$ cat config.mk
export PLATFORM = sky130hd
export DESIGN_NAME = dp_row_psum_collector
export DESIGN_NICKNAME = d
export VERILOG_FILES = /design/src/rtl/dp_row_psum_collector_pkg.sv /design/src/rtl/dp_row_psum_collector_fifo.sv /design/src/rtl/dp_row_psum_collector.sv
export SDC_FILE = /design/constraint.sdc
export NUM_CORES = 1
export LEC_CHECK = 0
export ABC_AREA = 1
export BUFFER_PORTS_ARGS = -buffer_cell sky130_fd_sc_hd__buf_2
export CAP_MARGIN = 20
export CORE_UTILIZATION = 30
export CTS_BUF_LIST = sky130_fd_sc_hd__clkbuf_4 sky130_fd_sc_hd__clkbuf_8
export CTS_CLUSTER_SIZE = 28
export DETAILED_ROUTE_END_ITERATION = 8
export HOLD_SLACK_MARGIN = 0.03
export PLACE_DENSITY = 0.52
export SLEW_MARGIN = 30
export SYNTH_ARGS = -nofsm -noshare
export SYNTH_HDL_FRONTEND = slang
export SYNTH_SLANG_ARGS = --single-unit
$ cat constraint.sdc
create_clock -name clk -period 4.1 [get_ports clk]
set_input_delay 0.41 -clock clk [delete_from_list [all_inputs] [get_ports clk]]
set_output_delay 0.41 -clock clk [all_outputs]
set_load 0.01 [all_outputs]
$ cat src/rtl/dp_row_psum_collector_pkg.sv
// Shared types, lane geometry and the saturating lane adder for the row psum collector.
package dp_pkg;

  localparam int M          = 4;
  localparam int PSUM_BW    = 20;
  localparam int ACC_BW     = 24;
  localparam int DEPTH      = 4;
  localparam int CNT_W      = $clog2(DEPTH) + 1;
  localparam int PSUM_VEC_W = M * PSUM_BW;
  localparam int ACC_VEC_W  = M * ACC_BW;

  typedef enum logic {IDLE, ACCUM} collect_state_t;

  typedef struct packed {
    logic              sat;
    logic [ACC_BW-1:0] val;
  } sat_res_t;

  // One extra bit of headroom makes overflow visible as a mismatch of the two top bits.
  function automatic sat_res_t sat_add(input logic [ACC_BW-1:0] acc, input logic [PSUM_BW-1:0] psum);
    logic [ACC_BW:0] sum;
    sat_res_t        res;
    sum = {acc[ACC_BW-1], acc} + {{(ACC_BW + 1 - PSUM_BW){psum[PSUM_BW-1]}}, psum};
    if (sum[ACC_BW] != sum[ACC_BW-1]) begin
      res.sat = 1'b1;
      res.val = sum[ACC_BW] ? {1'b1, {(ACC_BW-1){1'b0}}} : {1'b0, {(ACC_BW-1){1'b1}}};
    end else begin
      res.sat = 1'b0;
      res.val = sum[ACC_BW-1:0];
    end
    return res;
  endfunction

endpackage

$ cat src/rtl/dp_row_psum_collector_fifo.sv
// Registered result-vector FIFO: power-of-two depth, wrapping pointers, head read combinationally.
module dp_psum_fifo #(
  parameter int WIDTH = 96,
  parameter int DEPTH = 4
) (
  input  logic                     clk_i,
  input  logic                     rst_ni,
  input  logic                     push_i,
  input  logic [WIDTH-1:0]         data_i,
  input  logic                     pop_i,
  output logic [WIDTH-1:0]         data_o,
  output logic                     valid_o,
  output logic [$clog2(DEPTH):0]   count_o
);

  localparam int PW = $clog2(DEPTH);
  localparam int CW = PW + 1;

  logic [WIDTH-1:0] mem_q [DEPTH];
  logic [PW-1:0]    wr_ptr_q, wr_ptr_d, rd_ptr_q, rd_ptr_d;
  logic [CW-1:0]    count_q, count_d;
  logic             push_ok_s, pop_ok_s;

  assign push_ok_s = push_i && (count_q != CW'(DEPTH));
  assign pop_ok_s  = pop_i && (count_q != {CW{1'b0}});
  assign data_o    = mem_q[rd_ptr_q];
  assign valid_o   = (count_q != {CW{1'b0}});
  assign count_o   = count_q;

  always_comb begin
    wr_ptr_d = push_ok_s ? wr_ptr_q + PW'(1) : wr_ptr_q;
    rd_ptr_d = pop_ok_s ? rd_ptr_q + PW'(1) : rd_ptr_q;
    case ({push_ok_s, pop_ok_s})
      2'b10:   count_d = count_q + CW'(1);
      2'b01:   count_d = count_q - CW'(1);
      default: count_d = count_q;
    endcase
  end

  always_ff @(posedge clk_i or negedge rst_ni) begin
    if (!rst_ni) begin
      for (int i = 0; i < DEPTH; i++) mem_q[i] <= {WIDTH{1'b0}};
      wr_ptr_q <= {PW{1'b0}};
      rd_ptr_q <= {PW{1'b0}};
      count_q  <= {CW{1'b0}};
    end else begin
      if (push_ok_s) mem_q[wr_ptr_q] <= data_i;
      wr_ptr_q <= wr_ptr_d;
      rd_ptr_q <= rd_ptr_d;
      count_q  <= count_d;
    end
  end

endmodule

$ cat src/rtl/dp_row_psum_collector.sv
// Accumulates M-lane psums over tile passes and queues finished vectors for the writer.
// Optional build macro DP_COLLECT_RELU_EN clamps negative lanes to zero at push time.
module dp_row_psum_collector
  import dp_pkg::*;
(
  input  logic                  clk,
  input  logic                  reset,
  input  logic                  in_valid,
  input  logic                  in_last,
  input  logic [PSUM_VEC_W-1:0] psum_in,
  output logic                  in_ready,
  output logic                  out_valid,
  output logic [ACC_VEC_W-1:0]  out_data,
  input  logic                  out_ready,
  output logic [CNT_W-1:0]      fifo_count,
  output logic                  sat_flag
);

  collect_state_t       state_q, state_d;
  logic [ACC_BW-1:0]    acc_q [M];
  logic [ACC_BW-1:0]    acc_d [M];
  logic                 sat_q, sat_d;
  sat_res_t             lane_res_s [M];
  logic                 accept_s, push_s, pop_s;
  logic [ACC_VEC_W-1:0] push_data_s;

  // Readiness depends only on registered occupancy, so out_ready never reaches in_ready.
  assign in_ready = (fifo_count < CNT_W'(DEPTH));
  assign accept_s = in_valid && in_ready;
  assign pop_s    = out_valid && out_ready;
  assign sat_flag = sat_q;

  always_comb begin
    for (int i = 0; i < M; i++) begin
      lane_res_s[i] = sat_add((state_q == ACCUM) ? acc_q[i] : {ACC_BW{1'b0}},
                              psum_in[i*PSUM_BW +: PSUM_BW]);
    end
  end

  always_comb begin
    state_d     = state_q;
    sat_d       = sat_q;
    push_s      = 1'b0;
    push_data_s = {ACC_VEC_W{1'b0}};
    for (int i = 0; i < M; i++) acc_d[i] = acc_q[i];
    case (state_q)
      IDLE, ACCUM: begin
        if (accept_s) begin
          state_d = in_last ? IDLE : ACCUM;
          push_s  = in_last;
          for (int i = 0; i < M; i++) begin
            sat_d = sat_d | lane_res_s[i].sat;
            if (in_last) begin
              acc_d[i] = {ACC_BW{1'b0}};
`ifdef DP_COLLECT_RELU_EN
              push_data_s[i*ACC_BW +: ACC_BW] = lane_res_s[i].val[ACC_BW-1] ?
                                                {ACC_BW{1'b0}} : lane_res_s[i].val;
`else
              push_data_s[i*ACC_BW +: ACC_BW] = lane_res_s[i].val;
`endif
            end else begin
              acc_d[i] = lane_res_s[i].val;
            end
          end
        end else begin
          state_d = state_q;
        end
      end
      default: state_d = IDLE;
    endcase
  end

  always_ff @(posedge clk or negedge reset) begin
    if (!reset) begin
      state_q <= IDLE;
      sat_q   <= 1'b0;
      for (int i = 0; i < M; i++) acc_q[i] <= {ACC_BW{1'b0}};
    end else begin
      state_q <= state_d;
      sat_q   <= sat_d;
      for (int i = 0; i < M; i++) acc_q[i] <= acc_d[i];
    end
  end

  dp_psum_fifo #(
    .WIDTH (ACC_VEC_W),
    .DEPTH (DEPTH)
  ) u_fifo (
    .clk_i   (clk),
    .rst_ni  (reset),
    .push_i  (push_s),
    .data_i  (push_data_s),
    .pop_i   (pop_s),
    .data_o  (out_data),
    .valid_o (out_valid),
    .count_o (fifo_count)
  );

endmodule

# After elaboration in Yosys (flattened, before gate mapping)
# Cells that the tools add are included.
totals:
  reg_bits: 489
  inputBits: 85
  out_inout_bits: 102
  wordCells: 75
classes:
  add_sub_neg: 8
  order_cmp: 4
  n_eq_ne: 7
  muxes: 30
  bitwise_logic: 6
  reduce_logical: 7
op_table:
  columns: ["cell", "n"]
  rows:
  - ["384-bit bitwise mux", 1]
  - ["24-bit 2-to-1 mux", 16]
  - ["96-bit 2-to-1 mux", 4]
  - ["96-bit binary-select mux with 2-bit select", 1]
  - ["96-bit demux with 2-bit select", 1]
  - ["24-bit by 20-bit adder with 25-bit output", 4]
  - ["25-bit 2-to-1 mux", 4]
  - ["3-bit >= comparator (second input constant)", 2]
  - ["2-bit inverter with 3-bit output", 2]
  - ["3-bit case mux with 2 select lines", 1]
  - ["1-bit logical AND", 5]
  - ["2-bit by 1-bit adder with 2-bit output (second input constant)", 2]
  - ["1-bit != test", 4]
  - ["1-bit bitwise OR", 4]
  - ["3-bit by 1-bit adder with 3-bit output (second input constant)", 1]
  - ["3-bit by 1-bit < comparator with 1-bit output (second input constant)", 1]
  - ["3-bit < comparator (second input constant)", 1]
  - ["3-bit != test (second input constant)", 1]
  - ["3-bit nonzero test", 1]
  - ["3-bit by 1-bit subtractor with 3-bit output (second input constant)", 1]
  - ["2-bit by 1-bit equality test with 1-bit output (second input constant)", 1]
  - ["2-bit equality test (second input constant)", 1]
  - ["1-bit 2-to-1 mux", 2]
  - ["2-bit nonzero test", 1]

# Longest topological paths before layout
depth:
  ltp_word: 8
  mapped_depth: 23
  mapped_depth_nobuf: 19

# Hierarchy
# A second synthesis with hierarchy kept.
unflattened:
  cells_unflattened: 4401
  hier_area_um2: 30784.5
by_module_without_submodules:
  columns: ["module", "instances", "cells_each", "area_per_inst_um2", "seq_area_each_um2"]
  rows:
  - ["dp_psum_fifo", 1, 2404, 19072.0, 9784.4]
  - ["dp_row_psum_collector", 1, 1997, 11712.5, 2452.4]

# Least setup slack after synthesis
# OpenSTA, ideal clock, no wires.
synth_timing:
  path_kind: "register to register"
  from: "register state_q"
  to: "register u_fifo.mem_q[82] (netlist name)"
  setup_time_ns: 0.119
  t_arrival_ns: 2.884
  required_time_ns: 3.981
  path_slack_ns: 1.097
  path_stages_with_launch: 22
  path_buffers: 4
  period_less_slack_ns: 3.003
  path_cell_list: "dfrtp_1 -> clkbuf_1 -> clkbuf_1 -> clkbuf_1 -> nand2_1 -> inv_1 -> ha_1 -> fa_1 -> nand2_1 -> nand2_1 -> nand3_1 -> nand2_2 -> nand2_1 -> nand3_1 -> nand2_1 -> nand2_4 -> nor2_8 -> inv_4 -> buf_8 -> nand2_4 -> nand2_1 -> o21a_1"
synth_via:
  elab_chain_len: 7
  word_cells_on_any_way: 8
  classes_between: "add/sub: 1; eq/ne: 1; mux: 6"
synth_lines:
  columns: ["element", "line_no", "source"]
  rows:
  - ["start: declaration", "dp_row_psum_collector.sv:19", "collect_state_t state_q, state_d;"]
  - ["start signal: assignment", "dp_row_psum_collector.sv:79", "state_q <= state_d;"]
  - ["24-bit 2-to-1 mux *", "dp_row_psum_collector.sv:35", "lane_res_s[i] = sat_add((state_q == ACCUM) ? acc_q[i] : {ACC_BW{1'b0}},"]
  - ["24-bit by 20-bit adder with 25-bit output *", "dp_row_psum_collector_pkg.sv:23", "sum = {acc[ACC_BW-1], acc} + {{(ACC_BW + 1 - PSUM_BW){psum[PSUM_BW-1]}}, psum};"]
  - ["24-bit 2-to-1 mux / 1-bit != test (equally long branches)", "dp_row_psum_collector_pkg.sv:26, dp_row_psum_collector_pkg.sv:24", null]
  - ["25-bit 2-to-1 mux *", "dp_row_psum_collector_pkg.sv:24", "if (sum[ACC_BW] != sum[ACC_BW-1]) begin"]
  - ["24-bit 2-to-1 mux *", "dp_row_psum_collector.sv:53", "if (in_last) begin"]
  - ["96-bit 2-to-1 mux *", "dp_row_psum_collector.sv:48", "if (accept_s) begin"]
  - ["384-bit bitwise mux *", "dp_row_psum_collector_fifo.sv:47", "if (push_ok_s) mem_q[wr_ptr_q] <= data_i;"]
  - ["end signal: indexed assignment", "dp_row_psum_collector_fifo.sv:47", null]
  - ["end: declaration", "dp_row_psum_collector_fifo.sv:19", "logic [WIDTH-1:0] mem_q [DEPTH];"]
# Every way passes the cells marked *; elsewhere a longest branch is shown, timed or not.
# A chain may end at the register's enable or synchronous reset.

# Final worst setup path
layout_timing:
  from: "register u_fifo.rd_ptr_q[0]"
  to: "output out_data[21]"
layout_via:
  elab_chain_len: 4
layout_lines:
  columns: ["element", "line_no", "source"]
  rows:
  - ["start: declaration", "dp_row_psum_collector_fifo.sv:20", "logic [PW-1:0] wr_ptr_q, wr_ptr_d, rd_ptr_q, rd_ptr_d;"]
  - ["start signal: assignment", "dp_row_psum_collector_fifo.sv:44", "rd_ptr_q <= {PW{1'b0}};"]
  - ["start signal: assignment", "dp_row_psum_collector_fifo.sv:49", "rd_ptr_q <= rd_ptr_d;"]
  - ["2-bit inverter with 3-bit output (implied by the code)", "dp_row_psum_collector_fifo.sv:26", "assign data_o = mem_q[rd_ptr_q];"]
  - ["96-bit binary-select mux with 2-bit select", "dp_row_psum_collector_fifo.sv:26", null]
  - ["96-bit 2-to-1 mux (implied by the code) (2 in a row)", "dp_row_psum_collector_fifo.sv:26", null]
  - ["end: declaration", "dp_row_psum_collector.sv:13", "output logic [ACC_VEC_W-1:0] out_data,"]
# No other way between the ends. The select of a mux whose other input is x is not followed.

==> metrics.csv <==
stage;metric;value;unit
yosys;synth_compound_area_frac;0.153;
routing;via_count;25008;
job;maxCapViolations;0;
floorplanning;start_util;0.304;
sta;max_slew_margin;0.421;
sta;period_share;0.884;
routing;drt_iter0_markers;1308;
floorplanning;design.die.area;99300;um^2
yosys;syn-cell-area;29400;um^2
global_routing;grt_pass1_vias;25124;
clocking;cts.htree.levels;3;
hold_path;hold_class;in -> reg;
yosys;synth_top_family_by_area;simple AND/OR/NAND/NOR gates;
routing;drt_first_pass_iters;7;
critical_path;setup.worst_path.end_class;output port;
routing;drt-vias-per-instance;4.72;
layout;syn_to_final_growth;14.8;%
layout;nNetsFinal;4145;
global_routing;grt_use_total;0.188;
yosys;synthArstFlopShare;1.00;
global_routing;overflow;0;
yosys;yosys.area_share.simple;0.212;
sta;slew_viol_final;0;
layout;final_cell_mix;nand2_1 (922), inv_1 (508), dfrtp_1 (486), nor2_1 (256), o21ai_0 (254);
clocking;clk_latency;0.73;ns
yosys;syn_avg_cell_area;7.74;um^2
run_status;outcome;finished with violations;
clocking;numCtsBuffers;92;
critical_path;worst_setup_path_start_kind;flip-flop;
critical_path;r2r_slack;0.69;ns
yosys;synth_fa_ha_area_frac;0.0464;
clocking;cts_root_buf;clkbuf_8;
sta;max_freq;276;MHz
placement;pre_cts_ws;0.652;ns
sta;period_minus_slack;3.63;ns
critical_path;critPathLaunch;u_fifo.rd_ptr_q[0];
global_routing;grt_max_degree;133;
power;p_per_area;782;nW/um^2
yosys;synth_edf_count;0;
yosys;yosys.area.top_type;dfrtp_1;
floorplanning;die_h;315;um
yosys;yosys-top-cells-area;dfrtp_1 (42%), nand2_1 (12%), inv_1 (6.6%), mux2i_1 (5.7%), o21ai_0 (4.3%);
floorplanning;coreArea;96900;um^2
layout;drive_gt1_frac;0.138;
clocking;clock-sinks;489;
floorplanning;die_w;315;um
yosys;synthCells;3800;
global_routing;grt_pass1_wl;146;mm
critical_path;reg2reg_depth;18;
floorplanning;pin_count;187;
clocking;clk_pin_slew;0.06;ns
yosys;synth_mux_area_frac;0.0572;
run_status;failed_checks;DRC;
clocking;cts_repair_resize_count;0;
placement;finalWeightedCongestion;0.934;
yosys;synthFlopType;dfrtp_1;
critical_path;critPathKind;reg -> out;
sta;tightest_slew;0.869;ns
yosys;synth_fp_nets;3991;
power;ir_drop;0.535;mV
routing;antenna_left;0;
global_routing;antenna_found_initial;10;
critical_path;cp.arrival;3.22;ns
sta;clock_skew;0.0469;ns
sta;setup_total_negative_slack;0;ns
yosys;yosysTopAreaCellShare;0.416;
layout;finish.utilization;0.349;
placement;port_buffers;186;
critical_path;crit_required;3.69;ns
hold_path;whs_endpoint;acc_q[72];
sta;rsz0062_at_grt;false;
routing;wl_per_cell;17.4;um
sta;hold_viol;0;
yosys;yosysWarnings;0;
yosys;synth-seq-area-share;0.416;
sta;setup_viol;0;
yosys;ys_ff_latch;489;
clocking;cts_max_path_buffers;3;
placement;place.detailed.hpwl;63.9;mm
clocking;cts_tree;done;
critical_path;r2r-end;u_fifo.mem_q[270];
placement;place_inst;5134;
layout;layout_commonest_cell;nand2_1;
critical_path;reg2reg_from;state_q;
layout;fin_cells;5301;
power;p_leak;18.2;nW
yosys;synthXorXnorAreaFrac;0.0217;
critical_path;cp_max_fo;123;
sta;setup_ws;0.474;ns
placement;place_area;31800;um^2
hold_path;hp-start;psum_in[0];
yosys;synth_cell_types;47;
floorplanning;num_rows;114;
layout;design_area;33800;um^2
hold_path;whs_path_depth;4;
routing;wl;92.4;mm
routing;drcViolationCount;16;
-- cell families after synthesis --
group | count (synthesis)
xor gates and xnor gates | 73
adders and majority gates | 106
and+or+nand+nor | 1480
muxes | 168
AOI/OAI and AO/OA | 785
DFF | 489
buffers and inverters | 699
-- worst max path at each step --
stage,end,slack [ns]
final,out_data[21],0.47
after global routing,u_fifo.mem_q[365],0.34
after detailed placement,u_fifo.mem_q[76],0.65
after floorplan,u_fifo.mem_q[82],1.10
after CTS,out_data[66],0.44
after global placement,u_fifo.mem_q[268],0.71
-- sequential cells by signal (all words and copies together) (netlist names) --
| signal | count |
|---|---|
| sat_flag | 1 |
| acc_q | 96 |
| state_q | 1 |
| u_fifo.wr_ptr_q | 2 |
| u_fifo.rd_ptr_q | 2 |
| u_fifo.mem_q | 384 |
| u_fifo.count_o | 3 |
-- stage by stage --
step | power (W) | hold slack, ns
2_1_floorplan | 0.0168 | 0.114
3_3_place_gp | 0.0214 | 0.467
3_5_place_dp | 0.0216 | 0.470
4_1_cts | 0.0268 | 0.109
5_1_grt | 0.0287 | 0.177
6_report | 0.0264 | 0.167
-- Yosys cell counts, types with 2 or more instances --
cell        n
a21boi_1   12
a21boi_2    2
a21oi_1   227
a21oi_4     2
a31oi_1     2
and2_1      6
and3_1      2
buf_1      10
buf_2      26
buf_4       3
buf_6      12
clkbuf_1  127
dfrtp_1   489
fa_1        5
ha_1      101
inv_1     514
inv_2       3
inv_4       2
mux2i_1   168
nand2_1   926
nand2_2    55
nand2_4    14
nand3_1   114
nand3b_1    3
nand4_1    32
nor2_1    257
nor2_2      6
nor3_1     19
nor3b_1     2
o21a_1    132
o21ai_0   254
o21ai_1    69
o21ai_2    12
o21bai_1   15
o22ai_1    54
or2_1       3
or2_2      39
xnor2_1    44
xor2_1     29
-- layout make-up --
| cell class | count | area (um^2) |
|---|---|---|
| antenna | 2 | 5.00 |
| clock buffer | 138 | 1710 |
| clock inverter | 25 | 235 |
| fill | 10314 | 63100 |
| inverter | 520 | 1980 |
| multi-input combinational | 2612 | 14400 |
| sequential | 489 | 12200 |
| tap | 1276 | 1600 |
| timing repair buffer | 239 | 1550 |
-- layer usage --
metal	GRT usage	vias to the layer above	part of all wire
li1	-	12508	-
met1	0.249	11921	0.46
met4	0.0553	2	0.023
met3	0.0366	129	0.048
met2	0.309	448	0.47
met5	0	-	0.00014
-- critical path, stage by stage, from the launching register on --
cell	delay (ns)
dfrtp_4	0.77
buf_12	0.54
o21ai_0	0.19
o22ai_1	0.71
buf_2	0.27
-- power by group --
part	internal [W]	switching (W)
combinational	0.00453	0.00854
sequential	0.00709	0.00117
clock	0.00282	0.00226
total	0.0144	0.0120
-- timing repair --
item                                   in CTS  in global routing
hold buffers                                1                  0
setup buffers                               0                  0
endpoints found under the hold margin      92                  0
setup endpoints to repair                   0                  0
Power figures use the tool's default switching activity.
